===== src/rtl/gcd_pkg.sv =====
// Shared types and constants for the GCD feeder and the GCD core environment.
package gcd_pkg;

    localparam int unsigned GCD_WIDTH = 16;

    // Feeder control states; 3-bit encoding kept stable for external probes.
    typedef enum logic [2:0] {
        ST_IDLE   = 3'd0,
        ST_LOAD_A = 3'd1,
        ST_LOAD_B = 3'd2,
        ST_WAIT   = 3'd3,
        ST_CLEAR  = 3'd4,
        ST_OUT    = 3'd5
    } feeder_state_t;

    // Operand pair as carried between producer, feeder and core benches.
    typedef struct packed {
        logic [GCD_WIDTH-1:0] a;
        logic [GCD_WIDTH-1:0] b;
    } gcd_pair_t;

endpackage


===== src/rtl/gcd_pair_fifo.sv =====
// Synchronous operand-pair FIFO with full/empty flags and an occupancy count.
// Read data is the current head (show-ahead), valid whenever empty_o is low.
module gcd_pair_fifo #(
    parameter int unsigned WIDTH = 16,
    parameter int unsigned DEPTH = 4
) (
    input  logic                     clk,
    input  logic                     rst,
    input  logic                     push_i,
    input  logic                     pop_i,
    input  logic [WIDTH-1:0]         wr_a_i,
    input  logic [WIDTH-1:0]         wr_b_i,
    output logic [WIDTH-1:0]         rd_a_o,
    output logic [WIDTH-1:0]         rd_b_o,
    output logic                     full_o,
    output logic                     empty_o,
    output logic [$clog2(DEPTH):0]   count_o
);

    localparam int unsigned AW = $clog2(DEPTH);
    localparam logic [AW:0] FULL_COUNT = (AW + 1)'(DEPTH);

    logic [WIDTH-1:0] mem_a_q [DEPTH];
    logic [WIDTH-1:0] mem_b_q [DEPTH];
    logic [AW-1:0]    wr_ptr_q;
    logic [AW-1:0]    rd_ptr_q;
    logic [AW:0]      count_q;
    logic             do_push;
    logic             do_pop;

    assign full_o  = (count_q == FULL_COUNT);
    assign empty_o = (count_q == '0);
    assign count_o = count_q;
    assign do_push = push_i && !full_o;
    assign do_pop  = pop_i && !empty_o;
    assign rd_a_o  = mem_a_q[rd_ptr_q];
    assign rd_b_o  = mem_b_q[rd_ptr_q];

    // Storage write; contents need no reset since count gates visibility.
    always_ff @(posedge clk) begin
        if (do_push) begin
            mem_a_q[wr_ptr_q] <= wr_a_i;
            mem_b_q[wr_ptr_q] <= wr_b_i;
        end
    end

    // Pointers wrap naturally because DEPTH is a power of two.
    always_ff @(posedge clk or posedge rst) begin
        if (rst) begin
            wr_ptr_q <= '0;
            rd_ptr_q <= '0;
        end else begin
            if (do_push) wr_ptr_q <= wr_ptr_q + 1'b1;
            if (do_pop)  rd_ptr_q <= rd_ptr_q + 1'b1;
        end
    end

    // Occupancy: simultaneous push and pop leave the count unchanged.
    always_ff @(posedge clk or posedge rst) begin
        if (rst) begin
            count_q <= '0;
        end else begin
            unique case ({do_push, do_pop})
                2'b10:   count_q <= count_q + 1'b1;
                2'b01:   count_q <= count_q - 1'b1;
                default: count_q <= count_q;
            endcase
        end
    end

endmodule


===== src/rtl/gcd_operand_feeder.sv =====
// Operand feeder for the subtractive GCD core: buffers pairs, drives the
// core's two-cycle A/B load, waits for done, clears the core and presents
// the result. Pairs containing a zero bypass the core entirely, since the
// subtractive algorithm never terminates when exactly one operand is zero.
module gcd_operand_feeder
    import gcd_pkg::*;
#(
    parameter int unsigned WIDTH = GCD_WIDTH,
    parameter int unsigned DEPTH = 4
) (
    input  logic             clk,
    input  logic             rst,
    input  logic             in_valid,
    output logic             in_ready,
    input  logic [WIDTH-1:0] in_a,
    input  logic [WIDTH-1:0] in_b,
    output logic             gcd_start,
    output logic [WIDTH-1:0] gcd_data,
    output logic             gcd_clr,
    input  logic             gcd_done,
    input  logic [WIDTH-1:0] gcd_result,
    output logic             out_valid,
    input  logic             out_ready,
    output logic [WIDTH-1:0] out_gcd,
    output logic [WIDTH-1:0] out_a,
    output logic [WIDTH-1:0] out_b
);

    localparam int unsigned CW = $clog2(DEPTH) + 1;
    localparam logic [CW-1:0] FULL_COUNT = CW'(DEPTH);

    feeder_state_t    state_q;
    feeder_state_t    state_d;
    logic [WIDTH-1:0] op_a_q;
    logic [WIDTH-1:0] op_b_q;
    logic [WIDTH-1:0] out_gcd_q;
    logic [WIDTH-1:0] out_a_q;
    logic [WIDTH-1:0] out_b_q;

    logic             fifo_push;
    logic             fifo_pop;
    logic             fifo_full;
    logic             fifo_empty;
    logic [CW-1:0]    fifo_count;
    logic [WIDTH-1:0] head_a;
    logic [WIDTH-1:0] head_b;
    logic             head_bypass;

    assign in_ready    = (fifo_count != FULL_COUNT);
    assign fifo_push   = in_valid && !fifo_full;
    assign fifo_pop    = (state_q == ST_IDLE) && !fifo_empty;
    assign head_bypass = (head_a == '0) || (head_b == '0);

    gcd_pair_fifo #(
        .WIDTH (WIDTH),
        .DEPTH (DEPTH)
    ) u_fifo (
        .clk     (clk),
        .rst     (rst),
        .push_i  (fifo_push),
        .pop_i   (fifo_pop),
        .wr_a_i  (in_a),
        .wr_b_i  (in_b),
        .rd_a_o  (head_a),
        .rd_b_o  (head_b),
        .full_o  (fifo_full),
        .empty_o (fifo_empty),
        .count_o (fifo_count)
    );

    // Next-state decode; gcd_done only matters while waiting on the core.
    always_comb begin
        state_d = state_q;
        unique case (state_q)
            ST_IDLE:   if (!fifo_empty) state_d = head_bypass ? ST_OUT : ST_LOAD_A;
            ST_LOAD_A: state_d = ST_LOAD_B;
            ST_LOAD_B: state_d = ST_WAIT;
            ST_WAIT:   if (gcd_done) state_d = ST_CLEAR;
            ST_CLEAR:  state_d = ST_OUT;
            ST_OUT:    if (out_ready) state_d = ST_IDLE;
            default:   state_d = ST_IDLE;
        endcase
    end

    // State register.
    always_ff @(posedge clk or posedge rst) begin
        if (rst) state_q <= ST_IDLE;
        else     state_q <= state_d;
    end

    // Capture the popped pair for the core load and the output echo.
    always_ff @(posedge clk or posedge rst) begin
        if (rst) begin
            op_a_q <= '0;
            op_b_q <= '0;
        end else if (fifo_pop) begin
            op_a_q <= head_a;
            op_b_q <= head_b;
        end
    end

    // Result registers: loaded from the bypass path or from the core, then
    // held untouched through OUT until the next pair completes.
    always_ff @(posedge clk or posedge rst) begin
        if (rst) begin
            out_gcd_q <= '0;
            out_a_q   <= '0;
            out_b_q   <= '0;
        end else if (fifo_pop && head_bypass) begin
            out_gcd_q <= head_a | head_b;
            out_a_q   <= head_a;
            out_b_q   <= head_b;
        end else if ((state_q == ST_WAIT) && gcd_done) begin
            out_gcd_q <= gcd_result;
            out_a_q   <= op_a_q;
            out_b_q   <= op_b_q;
        end
    end

    // Core-facing and result outputs decode from registered state only.
    always_comb begin
        gcd_data = '0;
        unique case (state_q)
            ST_LOAD_A: gcd_data = op_a_q;
            ST_LOAD_B: gcd_data = op_b_q;
            default:   gcd_data = '0;
        endcase
    end

    assign gcd_start = (state_q == ST_LOAD_A);
    assign gcd_clr   = (state_q == ST_CLEAR);
    assign out_valid = (state_q == ST_OUT);
    assign out_gcd   = out_gcd_q;
    assign out_a     = out_a_q;
    assign out_b     = out_b_q;

endmodule


===== config.mk =====
export PLATFORM = sky130hd
export DESIGN_NAME = gcd_operand_feeder
export DESIGN_NICKNAME = d
export VERILOG_FILES = /design/src/rtl/gcd_pkg.sv /design/src/rtl/gcd_pair_fifo.sv /design/src/rtl/gcd_operand_feeder.sv
export SDC_FILE = /design/constraint.sdc
export NUM_CORES = 1
export LEC_CHECK = 0
export ABC_AREA = 0
export BUFFER_PORTS_ARGS = -buffer_cell sky130_fd_sc_hd__buf_4
export CORE_MARGIN = 4
export CORE_UTILIZATION = 57
export DETAILED_ROUTE_END_ITERATION = 8
export PLACE_DENSITY = 0.79
export SLEW_MARGIN = 20
export SYNTH_ARGS = -nofsm -noshare
export SYNTH_HDL_FRONTEND = slang
export SYNTH_SLANG_ARGS = --single-unit

===== constraint.sdc =====
create_clock -name clk -period 3.2 [get_ports clk]
set_clock_uncertainty 0.1 [all_clocks]
set_input_delay 0.16 -clock clk [delete_from_list [all_inputs] [get_ports clk]]
set_output_delay 0.16 -clock clk [all_outputs]
set_load 0.01 [all_outputs]

==> summary.md <==
| Metric | Value |
|---|---|
| Die width | approximately 130 um |
| Worst relative slew slack | 30.7% |
| Shortest clock period the worst path allows after layout | ~3 ns |
| CTS sink count | between 200 and 250 |
| #FFs+latches synth | 218 |
| Timing-limited maximum frequency | between 300 and 400 MHz |
| # IOs | around 120 |
| Kind of path behind the tightest hold check | in -> async |
| Clock tree from TritonCTS | yes |
| Pins over their slew limit | 0 |
| Top cells by count, synth | edfxtp_1, nand2_1, dfrtp_1, a22o_1 |
| Origin of the critical flop-to-flop path | u_fifo.rd_ptr_q[0] |
| Post-DRT Antenna Nets | 0 |
| Most instantiated library cell after synthesis | edfxtp_1 |
| Ranking of synthesized cells by area | edfxtp_1, dfrtp_1, mux4_2 |
| Static leakage | 4.79 nW |
| Crit Reg-Reg Endpoint | out_gcd[3] |
| Post-route standard cell area excluding fillers | 11100 um2 |
| Critical path arrival | about 3.4 ns |
| Filler cell count | ~870 |
| Synthesized instance count | ~560 |
| Final total negative setup slack | 0 ns |
| DRC Markers | 0 |
| CP Max Fanout | between 40 and 50 |
| Post-Place Cell Area | slightly below 10000 um2 |
| Net count after synthesis | between 600 and 700 |
| FFs w/ async S/R, synth | about 41% |
| Share of synthesized area occupied by flip-flops and latches | 70.1% |
| Share of Yosys cell area claimed by the top area cell type | 44.2% |
| Number of buffers between clock root and the deepest sink | 3 |
| CP Class | reg -> reg |
| Multi-input logic area | 2460 um2 |
| Wire length of the first global-routing pass | ~36 mm |
| Die area | between 15000 and 20000 um2 |
| Source of the critical timing path | u_fifo.rd_ptr_q[0] |
| Total detailed-routing wirelength | around 23 mm |
| Maximum level of the CTS H-tree | 1 |
| Initial antenna violation count | 1 |
| GP Congestion | 0.854 |
| Fin. Hold Viols | 0 |
| Peak supply drop | approximately 0.00054 V |
| Final worst path period share | 96.2% |
| Primary flip-flop cell chosen by synthesis mapping | edfxtp_1 |
| RSZ-0062 raised after global routing | false |
| Number of synthesized flops with an enable pin | 128 |
| Crit. End Element | register |
| Total CTS buffers | 22 |
| Final worst hold slack | 0.140 ns |
| Number of endpoints failing setup at the final stage | 0 |
| Die Y | 132 um |
| Top cell type by total area after synthesis | edfxtp_1 |
| Sum of overflow across all layers after global routing | 0 |
| End point of the critical path | out_gcd[3] |
| Average wire per cell in the routed design | approximately 24 um |
| DR vias | around 5900 |
| Combined flip-flop and latch cell area | between 6000 and 7000 um2 |
| Number of iterations in the first detailed-routing pass | 5 |
| Source-to-sink clock delay at the later pin of the worst-skew pair | 0.51 ns |
| Effective utilization at floorplan | between 50% and 60% |
| Average size of a mapped cell | around 16 um2 |
| GRT Resource Usage Total | 26.5% |
| Clock-pin transition on the worst setup and hold timing paths | about 0.06 ns |
| Detailed Route Iter0 Violations | roughly 670 |
| Layout-stage area growth over the synthesis result | 27.7% |
| Via count of the first global-routing pass | roughly 6300 |
| Max capacitance violation total | 0 |
| Required time at the endpoint of the critical path | about 3.5 ns |
| Post-CTS setup buffers | 0 |
| Count of buffers inserted at the top-level ports | 120 |
| Power Density | 980 nW/um2 |
| Placeable core area | about 15000 um2 |
| Yosys warnings | 0 |
| Pin slew with the least headroom to its limit | ~1.0 ns |
| Final HPWL from detailed placement | 14.2 mm |
| Vias per std cell | between 6 and 7 |
| Status | finished clean |
| CP Launch Type | register |
| Maximum number of pins on one net before global-route repair | 44 |
| Synth unique cells | 37 |
| Minimum setup slack among reg-to-reg paths | 0.12 ns |
| Clock tree root buffer cell | clkbuf_16 |
| Number of nets in the final layout | 801 |
| Netlist Area Pre-Place | about 8700 um2 |
| Worst reg-to-reg path cell count | 7 |
| Proportion of layout cells with a drive suffix above 1 | 28.1% |
| Std-Cell Rows | 44 |
[sequential cells by signal (all words and copies together), names as in the netlist]
| signal | flops |
|---|---|
| op_a_q | 16 |
| out_a | 16 |
| op_b_q | 16 |
| u_fifo.rd_ptr_q | 2 |
| u_fifo.mem_a_q | 64 |
| u_fifo.count_o | 3 |
| out_b | 16 |
| u_fifo.mem_b_q | 64 |
| state_q | 3 |
| out_gcd | 16 |
| u_fifo.wr_ptr_q | 2 |
[worst max-delay path, stage by stage (launching register included)]
cell and delay (ns):
dfrtp_2 0.39, buf_12 0.25, mux4_2 0.61, nor4_2 0.43, nand4_1 0.27, a21oi_4 0.30
nor2_4 0.23, a221o_1 0.36
[metal layers]
metal / share of wire (%) / track usage [%] / vias to the layer above
li1: - / - / 2512
met1: 39 / 35.3 / 2969
met2: 49 / 43.4 / 334
met3: 8.6 / 5.77 / 60
met4: 3.5 / 10.2 / 0
met5: 0 / 0 / -
[worst min path at each step]
stage                            to  startpoint
3_5_place_dp      u_fifo.count_o[2]         rst
2_1_floorplan  u_fifo.mem_a_q[0][0]     in_a[0]
6_report                  op_b_q[2]         rst
5_1_grt                   op_b_q[2]         rst
3_3_place_gp      u_fifo.count_o[2]         rst
4_1_cts                   op_b_q[2]         rst
[final cells by class]
class | instances | area share (%)
Clock inverter | 11 | 0.811
Sequential cell | 218 | 54.9
Tap cell | 184 | 2.07
Clock buffer | 29 | 5.46
Antenna cell | 1 | 0.0225
Multi-Input combinational cell | 303 | 22.1
Inverter | 6 | 0.214
Timing Repair Buffer | 191 | 14.4
[what timing repair did]
item                                    CTS  global route
hold buffers                             53             0
endpoints found under the setup margin    0            25
gates resized for setup                   0             1
hold endpoints to repair                175             0
[logic make-up (layout without fill, tap and decap cells)]
group,count (synthesis),count (layout),synth area share (%)
buffers and inverters,40,237,2.00
other,0,1,0
AOI/OAI and AO/OA,120,120,11.2
and+or+nand+nor,138,138,6.80
xor gates and xnor gates,6,6,0.604
DFF,218,218,70.1
muxes,33,33,8.41
adders and majority gates,6,6,0.949
[report_power, final]
group	switching (W)	leakage (nW)	internal, W
combinational	0.00226	2.14	0.00176
clock	0.00105	0.351	0.00142
sequential	0.000532	2.30	0.00387
[per-stage QoR]
| step | total power (W) | cells | setup slack, ns | util (%) |
|---|---|---|---|---|
| floorplan | 0.00664 | 561 | 0.418 | - |
| global placement | 0.00818 | 849 | 0.140 | 66.9 |
| detailed placement | 0.00833 | 849 | 0.0534 | 66.9 |
| CTS | 0.0108 | 942 | 0.0284 | 75.3 |
| global route | 0.0114 | 943 | 0.0522 | 75.3 |
| finish | 0.0109 | 943 | 0.123 | 75.3 |
[placed cells by master (no fill, tap or decap), types with 5 or more instances in the layout]
| cell type | instances |
|---|---|
| clkbuf_16 | 22 |
| nand2_1 | 100 |
| dlygate4sd3_1 | 53 |
| a21oi_1 | 5 |
| nor2b_1 | 5 |
| ha_1 | 5 |
| dfrtp_1 | 89 |
| buf_4 | 135 |
| a211oi_1 | 7 |
| mux4_2 | 32 |
| nor4_1 | 7 |
| a221o_1 | 11 |
| a21o_1 | 32 |
| edfxtp_1 | 128 |
| nor2_1 | 9 |
| a22o_1 | 48 |
| clkinv_2 | 9 |
| o21a_1 | 11 |
| xnor2_1 | 5 |
No activity file was read; power rests on OpenSTA's default activity.
